### config.mk
export PLATFORM = sky130hd
export DESIGN_NAME = burst_write_ctrl
export DESIGN_NICKNAME = d
export VERILOG_FILES = /design/src/rtl/burst_write_ctrl_pkg.sv /design/src/rtl/burst_write_ctrl_addr_inc3.sv /design/src/rtl/burst_write_ctrl.sv
export SDC_FILE = /design/constraint.sdc
export NUM_CORES = 1
export LEC_CHECK = 0
export CELL_PAD_IN_SITES_DETAIL_PLACEMENT = 0
export CELL_PAD_IN_SITES_GLOBAL_PLACEMENT = 2
export CORE_MARGIN = 2
export CORE_UTILIZATION = 22
export CTS_CLUSTER_DIAMETER = 80
export DETAILED_ROUTE_END_ITERATION = 8
export PLACE_DENSITY_LB_ADDON = 0.1
export SKIP_LAST_GASP = 1
export SYNTH_ARGS = -nofsm -noshare
export SYNTH_HDL_FRONTEND = slang
export SYNTH_SLANG_ARGS = --single-unit
### constraint.sdc
create_clock -name clk -period 2 [get_ports clk]
set_clock_uncertainty 0.2 [all_clocks]
set_input_delay 0.2 -clock clk [delete_from_list [all_inputs] [get_ports clk]]
set_output_delay 0.2 -clock clk [all_outputs]
set_load 0.005 [all_outputs]
### src/rtl/burst_write_ctrl_pkg.sv
// Shared definitions for the burst write controller: FSM states and datapath widths.
package burst_write_ctrl_pkg;

  localparam int unsigned DATA_W_DEF = 32;
  localparam int unsigned ADDR_W     = 3;
  localparam int unsigned LEN_W      = 3;

  typedef enum logic [1:0] {
    IDLE  = 2'd0,
    WRITE = 2'd1,
    DONE  = 2'd2
  } state_e;

endpackage

### src/rtl/burst_write_ctrl_addr_inc3.sv
// 3-bit address register: load takes priority over increment; increment wraps 7 -> 0.
module addr_inc3
  import burst_write_ctrl_pkg::*;
(
  input  logic              clk,
  input  logic              reset,
  input  logic              load_i,
  input  logic [ADDR_W-1:0] load_val_i,
  input  logic              inc_i,
  output logic [ADDR_W-1:0] val_o
);

  logic [ADDR_W-1:0] val_q, val_d;

  always_comb begin
    val_d = val_q;
    if (load_i) begin
      val_d = load_val_i;
    end else if (inc_i) begin
      val_d = val_q + ADDR_W'(1);
    end
  end

  always_ff @(posedge clk) begin
    if (reset) begin
      val_q <= '0;
    end else begin
      val_q <= val_d;
    end
  end

  assign val_o = val_q;

endmodule

### src/rtl/burst_write_ctrl.sv
// Burst write controller: turns a (start address, length) request plus a stream of
// valid/ready data beats into one-cycle register write strobes at consecutive addresses.
module burst_write_ctrl
  import burst_write_ctrl_pkg::*;
#(
  parameter int unsigned DATA_W = DATA_W_DEF
) (
  input  logic              clk,
  input  logic              reset,
  input  logic              req,
  input  logic [ADDR_W-1:0] req_addr,
  input  logic [LEN_W-1:0]  req_len,
  input  logic              din_valid,
  input  logic [DATA_W-1:0] din,
  output logic              din_ready,
  output logic [ADDR_W-1:0] Addr,
  output logic              we,
  output logic [DATA_W-1:0] wdata,
  output logic              busy,
  output logic              done
);

  state_e            state_q, state_d;
  logic [LEN_W-1:0]  beats_left_q, beats_left_d;
  logic [ADDR_W-1:0] addr_q, addr_d;
  logic [DATA_W-1:0] wdata_q, wdata_d;
  logic              we_q, we_d;
  logic              done_q, done_d;
  logic              busy_q, busy_d;
  logic              addr_load, addr_inc;
  logic [ADDR_W-1:0] cur_addr;

  addr_inc3 u_cur_addr (
    .clk        (clk),
    .reset      (reset),
    .load_i     (addr_load),
    .load_val_i (req_addr),
    .inc_i      (addr_inc),
    .val_o      (cur_addr)
  );

  // Only WRITE accepts beats; decoded straight from the state register.
  assign din_ready = (state_q == WRITE);

  always_comb begin
    state_d      = state_q;
    beats_left_d = beats_left_q;
    addr_d       = addr_q;
    wdata_d      = wdata_q;
    we_d         = 1'b0;
    done_d       = 1'b0;
    addr_load    = 1'b0;
    addr_inc     = 1'b0;
    case (state_q)
      IDLE: begin
        if (req) begin
          addr_load    = 1'b1;
          beats_left_d = req_len;
          state_d      = WRITE;
        end
      end
      WRITE: begin
        if (din_valid && din_ready) begin
          we_d     = 1'b1;
          addr_d   = cur_addr;
          wdata_d  = din;
          addr_inc = 1'b1;
          if (beats_left_q == '0) begin
            done_d  = 1'b1;
            state_d = DONE;
          end else begin
            beats_left_d = beats_left_q - LEN_W'(1);
          end
        end
      end
      DONE:    state_d = IDLE;
      default: state_d = IDLE;
    endcase
    busy_d = (state_d != IDLE);
  end

  always_ff @(posedge clk) begin
    if (reset) begin
      state_q      <= IDLE;
      beats_left_q <= '0;
      addr_q       <= '0;
      wdata_q      <= '0;
      we_q         <= 1'b0;
      done_q       <= 1'b0;
      busy_q       <= 1'b0;
    end else begin
      state_q      <= state_d;
      beats_left_q <= beats_left_d;
      addr_q       <= addr_d;
      wdata_q      <= wdata_d;
      we_q         <= we_d;
      done_q       <= done_d;
      busy_q       <= busy_d;
    end
  end

  assign Addr  = addr_q;
  assign wdata = wdata_q;
  assign we    = we_q;
  assign done  = done_q;
  assign busy  = busy_q;

endmodule
**Word level (Yosys, flattened, before mapping)**

Cells that the tools add are included.

- Bits in registers: 46
- Input bits: 42

- Add/subtract/negate cells: 2
- Equal/unequal tests: 4
- Multiplexer cells: 15
- Bitwise gates (word level): 2
- Reductions and logical operators: 9

Operators by type and width:

| cell | number |
|---|---|
| $mux W3 | 5 |
| $mux W2 | 3 |
| $pmux W3 S2 | 1 |
| $reduce_bool A2 Y1 | 3 |
| $mux W1 | 5 |
| $ne A2 B2 Y1 const B | 2 |
| $pmux W2 S2 | 1 |
| $reduce_and A4 Y1 | 1 |
| $add A3 B1 Y3 const B | 1 |
| $logic_not A3 Y1 | 1 |
| $reduce_or A3 Y1 | 1 |
| $sub A3 B1 Y3 const B | 1 |
| $eq A2 B1 Y1 const B | 1 |
| $logic_not A2 Y1 | 1 |
| $ne A2 B1 Y1 const B | 1 |
| $not A1 Y1 | 2 |
| $reduce_and A2 Y1 | 1 |
| $logic_and A1 B1 Y1 | 1 |

**Longest topological paths before layout**

Gate-level depths: netlist (run 1).

- Depth after elaboration: 6
- Depth in mapped cells: 6

**Cells and area by module**

From an unflattened synthesis (run 1), not the netlist that was laid out.

- Cells, all modules: 214
- Area total of the unflattened synthesis: 1,928.1 um^2

By module, submodules not included:

| module | instances | cells an instance | area each (um^2) | sequential area each (um^2) |
|---|---|---|---|---|
| burst_write_ctrl | 1 | 199 | 1,769.2 | 860.8 |
| addr_inc3 | 1 | 15 | 158.9 | 60.1 |

**Worst setup path after synthesis (run 1)**

OpenSTA, ideal clock, no wires.

- Path kind: flip-flop to flip-flop
- Start: reg beats_left_q[0]
- End: reg beats_left_q[1]
- Library setup time: 70 ps
- Data arrival time: 1,306 ps
- Required time: 1,730 ps
- Slack: 423 ps
- Stages on the path, launching flop included: 7
- Buffers on the path: 0
- Clock period less this slack: 1,577 ps
- Cells stage by stage: dfxtp_1 -> inv_1 -> ha_1 -> nand2b_2 -> a31oi_1 -> a2111o_1 -> a21oi_1

- Word-level cells in the longest chain between the ends: 4
- Elaborated cells between the ends (all ways): 7
- Classes of those cells: add/sub (1); eq/ne (1); mux (3); reduce/logical (2)

RTL lines:

| item | line | RTL |
|---|---|---|
| start, declared | burst_write_ctrl.sv:24 | `logic [LEN_W-1:0] beats_left_q, beats_left_d;` |
| start signal, assigned | burst_write_ctrl.sv:93 | `beats_left_q <= beats_left_d;` |
| $sub A3 B1 Y3 | burst_write_ctrl.sv:72 | `beats_left_d = beats_left_q - LEN_W'(1);` |
| $mux W3 | burst_write_ctrl.sv:68 | `if (beats_left_q == '0) begin` |
| $mux W3 | burst_write_ctrl.sv:63 | `if (din_valid && din_ready) begin` |
| $pmux W3 S2 | burst_write_ctrl.sv:54 | `case (state_q)` |

Parallel ways exist; a longest one is shown, timed or not. The select of a mux whose other input is x is not followed.
A chain may end at the register's enable or synchronous reset.

**Final worst setup path (run 1)**

- Start: reg state_q[1]
- End: out din_ready

- Word-level cells in the longest chain between the ends: 1

RTL lines:

| item | line | RTL |
|---|---|---|
| start, declared | burst_write_ctrl.sv:23 | `state_e state_q, state_d;` |
| start signal, assigned | burst_write_ctrl.sv:92 | `state_q <= state_d;` |
| $eq A2 B1 Y1 | burst_write_ctrl.sv:43 | `assign din_ready = (state_q == WRITE);` |
| end, declared | burst_write_ctrl.sv:15 | `output logic din_ready,` |

No other way between the ends.

==> metrics.cfg, run 1 <==
[synthesis]
netlist.area_leader.share_pct=52.4
synthTopCellsByCount=74 x nand2_1, 46 x dfxtp_1, 37 x a21oi_1
synth-seq-area-share_pct=52.4
synthFlopType=dfxtp_1
ys_async_sr_fraction_pct=0
syn_nets=258
synth.most_common_cell=nand2_1
yosys_warnings=0
ys_ff_latch=46
syn-cell-area_um2=1760
synthCells=213
yosysTopAreaCell=dfxtp_1
synthDistinctLibCells=31
syn_avg_cell_area_um2=8.25
synthTopCellsByArea=dfxtp_1 52%, nand2_1 16%, a21oi_1 11%
synth_edf_count=0

[sta]
slew_viol_final=0
period_minus_slack_ns=1.87
worst_pin_slew_ns=0.333
fin_hold_ws_ns=0.0707
fin_crit_sh_pct=93.5
setup_tns_ns=0
rsz0062_at_grt=no
final-hold-violation-count=0
max_freq_mhz=534
relSlewSlack_pct=77.8
setup_viol=0

[drt]
wl_met1_mm=2.34
dr.first_iter.drc_count=25
avgRoutedWirePerCell_um=12.3
route.detailed.drc=0
vias=1624
ant_nets=0
viasPerCell=4.10
met3_length_um=289
dr.max_layer_used=met4
first_pass_iters=4
wirelength_mm=4.86
met2_length_mm=2.18

[cells_and_area]
fillers=831
antennaDiodeCount=0
area_growth_pct=58.5
final_area_um2=2790
fin_util_pct=36.0
nNetsFinal=339
drive_gt1_share_pct=7.82
area.sequential_um2=921
multi_input_area_um2=737
finalNonFillerCells=396

[critical_path]
rr_endpoint=beats_left_q[1]$_SDFFE_PP0P_
timing.rr.start=beats_left_q[0]$_SDFFE_PP0P_
crit_arrival_ns=1.47
startpoint=state_q[1]$_SDFF_PP0_
critPathKind=reg -> out
critPathCaptureType=output port
path_max_fanout=8
reg2reg_slack_ns=0.26
required_ns=1.60
cp-start-kind=register
r2r_cells=6

[clock_network]
cts_sinks=46
clk_pin_slew_ns=0.09
post_cts_buffers=0
numCtsBuffers=5
clock-root-buffer=clkbuf_8
cts_tree=done
ctsHoldBuffers=0
clock_path_buffers=2
clk_latency_ns=0.29
cts.htree.levels=2
ctsResizeCount=0

[die]
design.core.area_um2=7730
ios=81
initial_utilization_pct=22.7
fp-row-count=32
die-height_um=93.4
die_w_um=93.4
dieArea_um2=8720

[place]
dpl_cell_area_um2=2670
dp.cells=389
portBuffers=80
place.gp.congestion=0.690
dp_hpwl_mm=3.45

[global_routing]
antenna_found_initial=0
grt-ovfl-total=0
grt_pass1_vias=1536
grt_max_degree=36
grt_pass1_wl_mm=7.68
grt_usage_pct=11.2

[min_path]
holdCritStartpoint=reset
holdPathEnd=wdata[5]$_SDFFE_PP0P_
whs_path_depth=2
hp-class=in -> reg

[power_and_ir_drop]
ir_drop_v=0.000338
pwr_density_cell_nw_per_um2=734
p_leak_uw=0.000974

[status]
status=finished, final reports clean

[job]
cap_viol_max_count=0

-- area by class of cell --
type | count | area share, %
flip-flops and latches | 46 | 33.1
clock inverters | 1 | 1.08
clock buffers | 6 | 2.96
well taps | 102 | 4.58
multi-input cells | 149 | 26.5
inverters | 3 | 0.404
repair buffers | 89 | 31.4
-- logic make-up (layout without fill, tap and decap cells) --
logic type	count (synthesis)	in the layout	synth area share [%]
adder cells (fa/ha/maj)	3	3	2.14
AND/OR/NAND/NOR	95	95	22.7
AO/OA/AOI/OAI	48	48	15.7
flip-flops	46	46	52.4
buffers and inverters	18	99	5.63
XOR/XNOR	3	3	1.50
-- flip-flops by register name, summed over array words and instances (netlist names) --
register	count
Addr	3
done	1
wdata	32
we	1
u_cur_addr.val_o	3
state_q	2
beats_left_q	3
busy	1
-- worst max-delay path by stage --
stage / to / slack, ns / cells past startpoint
after global routing: din_ready / 0.05 / 2
after floorplan: beats_left_q[1]$_SDFFE_PP0P_ / 0.42 / 6
after global placement: u_cur_addr.val_o[2]$_SDFFE_PP0P_ / 0.24 / 5
after detailed placement: u_cur_addr.val_o[2]$_SDFFE_PP0P_ / 0.22 / 5
final: din_ready / 0.13 / 2
after CTS: din_ready / 0.10 / 2
-- through the flow --
| stage | power (uW) | setup WS (ns) |
|---|---|---|
| floorplan | 1170 | 0.423 |
| global placement | 1370 | 0.241 |
| detailed placement | 1370 | 0.223 |
| CTS | 2090 | 0.103 |
| global route | 2170 | 0.0464 |
| finish | 2040 | 0.129 |
-- report_power, final --
| group | switching [uW] | internal (uW) |
|---|---|---|
| sequential | 28.3 | 964 |
| clock | 307 | 400 |
| combinational | 144 | 200 |
-- routing by layer --
| metal | vias up | GRT usage, % |
|---|---|---|
| met4 | 0 | 3.68 |
| met1 | 727 | 14.5 |
| met2 | 41 | 17.7 |
| met3 | 5 | 3.46 |
| met5 | - | 0 |
| li1 | 851 | - |
-- cell usage in the layout, fill, tap and decap left out, types with 2 or more instances in the layout --
cell type,Yosys,layout
nor2_1,8,8
a2111o_1,2,2
a21oi_1,37,37
ha_1,3,3
clkdlybuf4s50_1,0,79
clkbuf_8,0,6
dfxtp_1,46,46
nor3_1,2,2
a31oi_1,2,2
inv_1,3,3
xnor2_1,2,2
nand2_1,74,74
o21ai_0,2,2
buf_4,5,8
nand3_1,2,2
-- worst max-delay path, stage by stage, from the launching register on --
cell and delay, ns:
dfxtp_1 0.41, nor2b_4 0.23, clkdlybuf4s50_1 0.54
Power figures use the tool's default switching activity.
==> inputs of run 2 (changes only) <==
Settings changed: CAP_MARGIN set to 5.
==> results of run 2 <==
Final layout, timing and power as in run 1 (identical DEF).
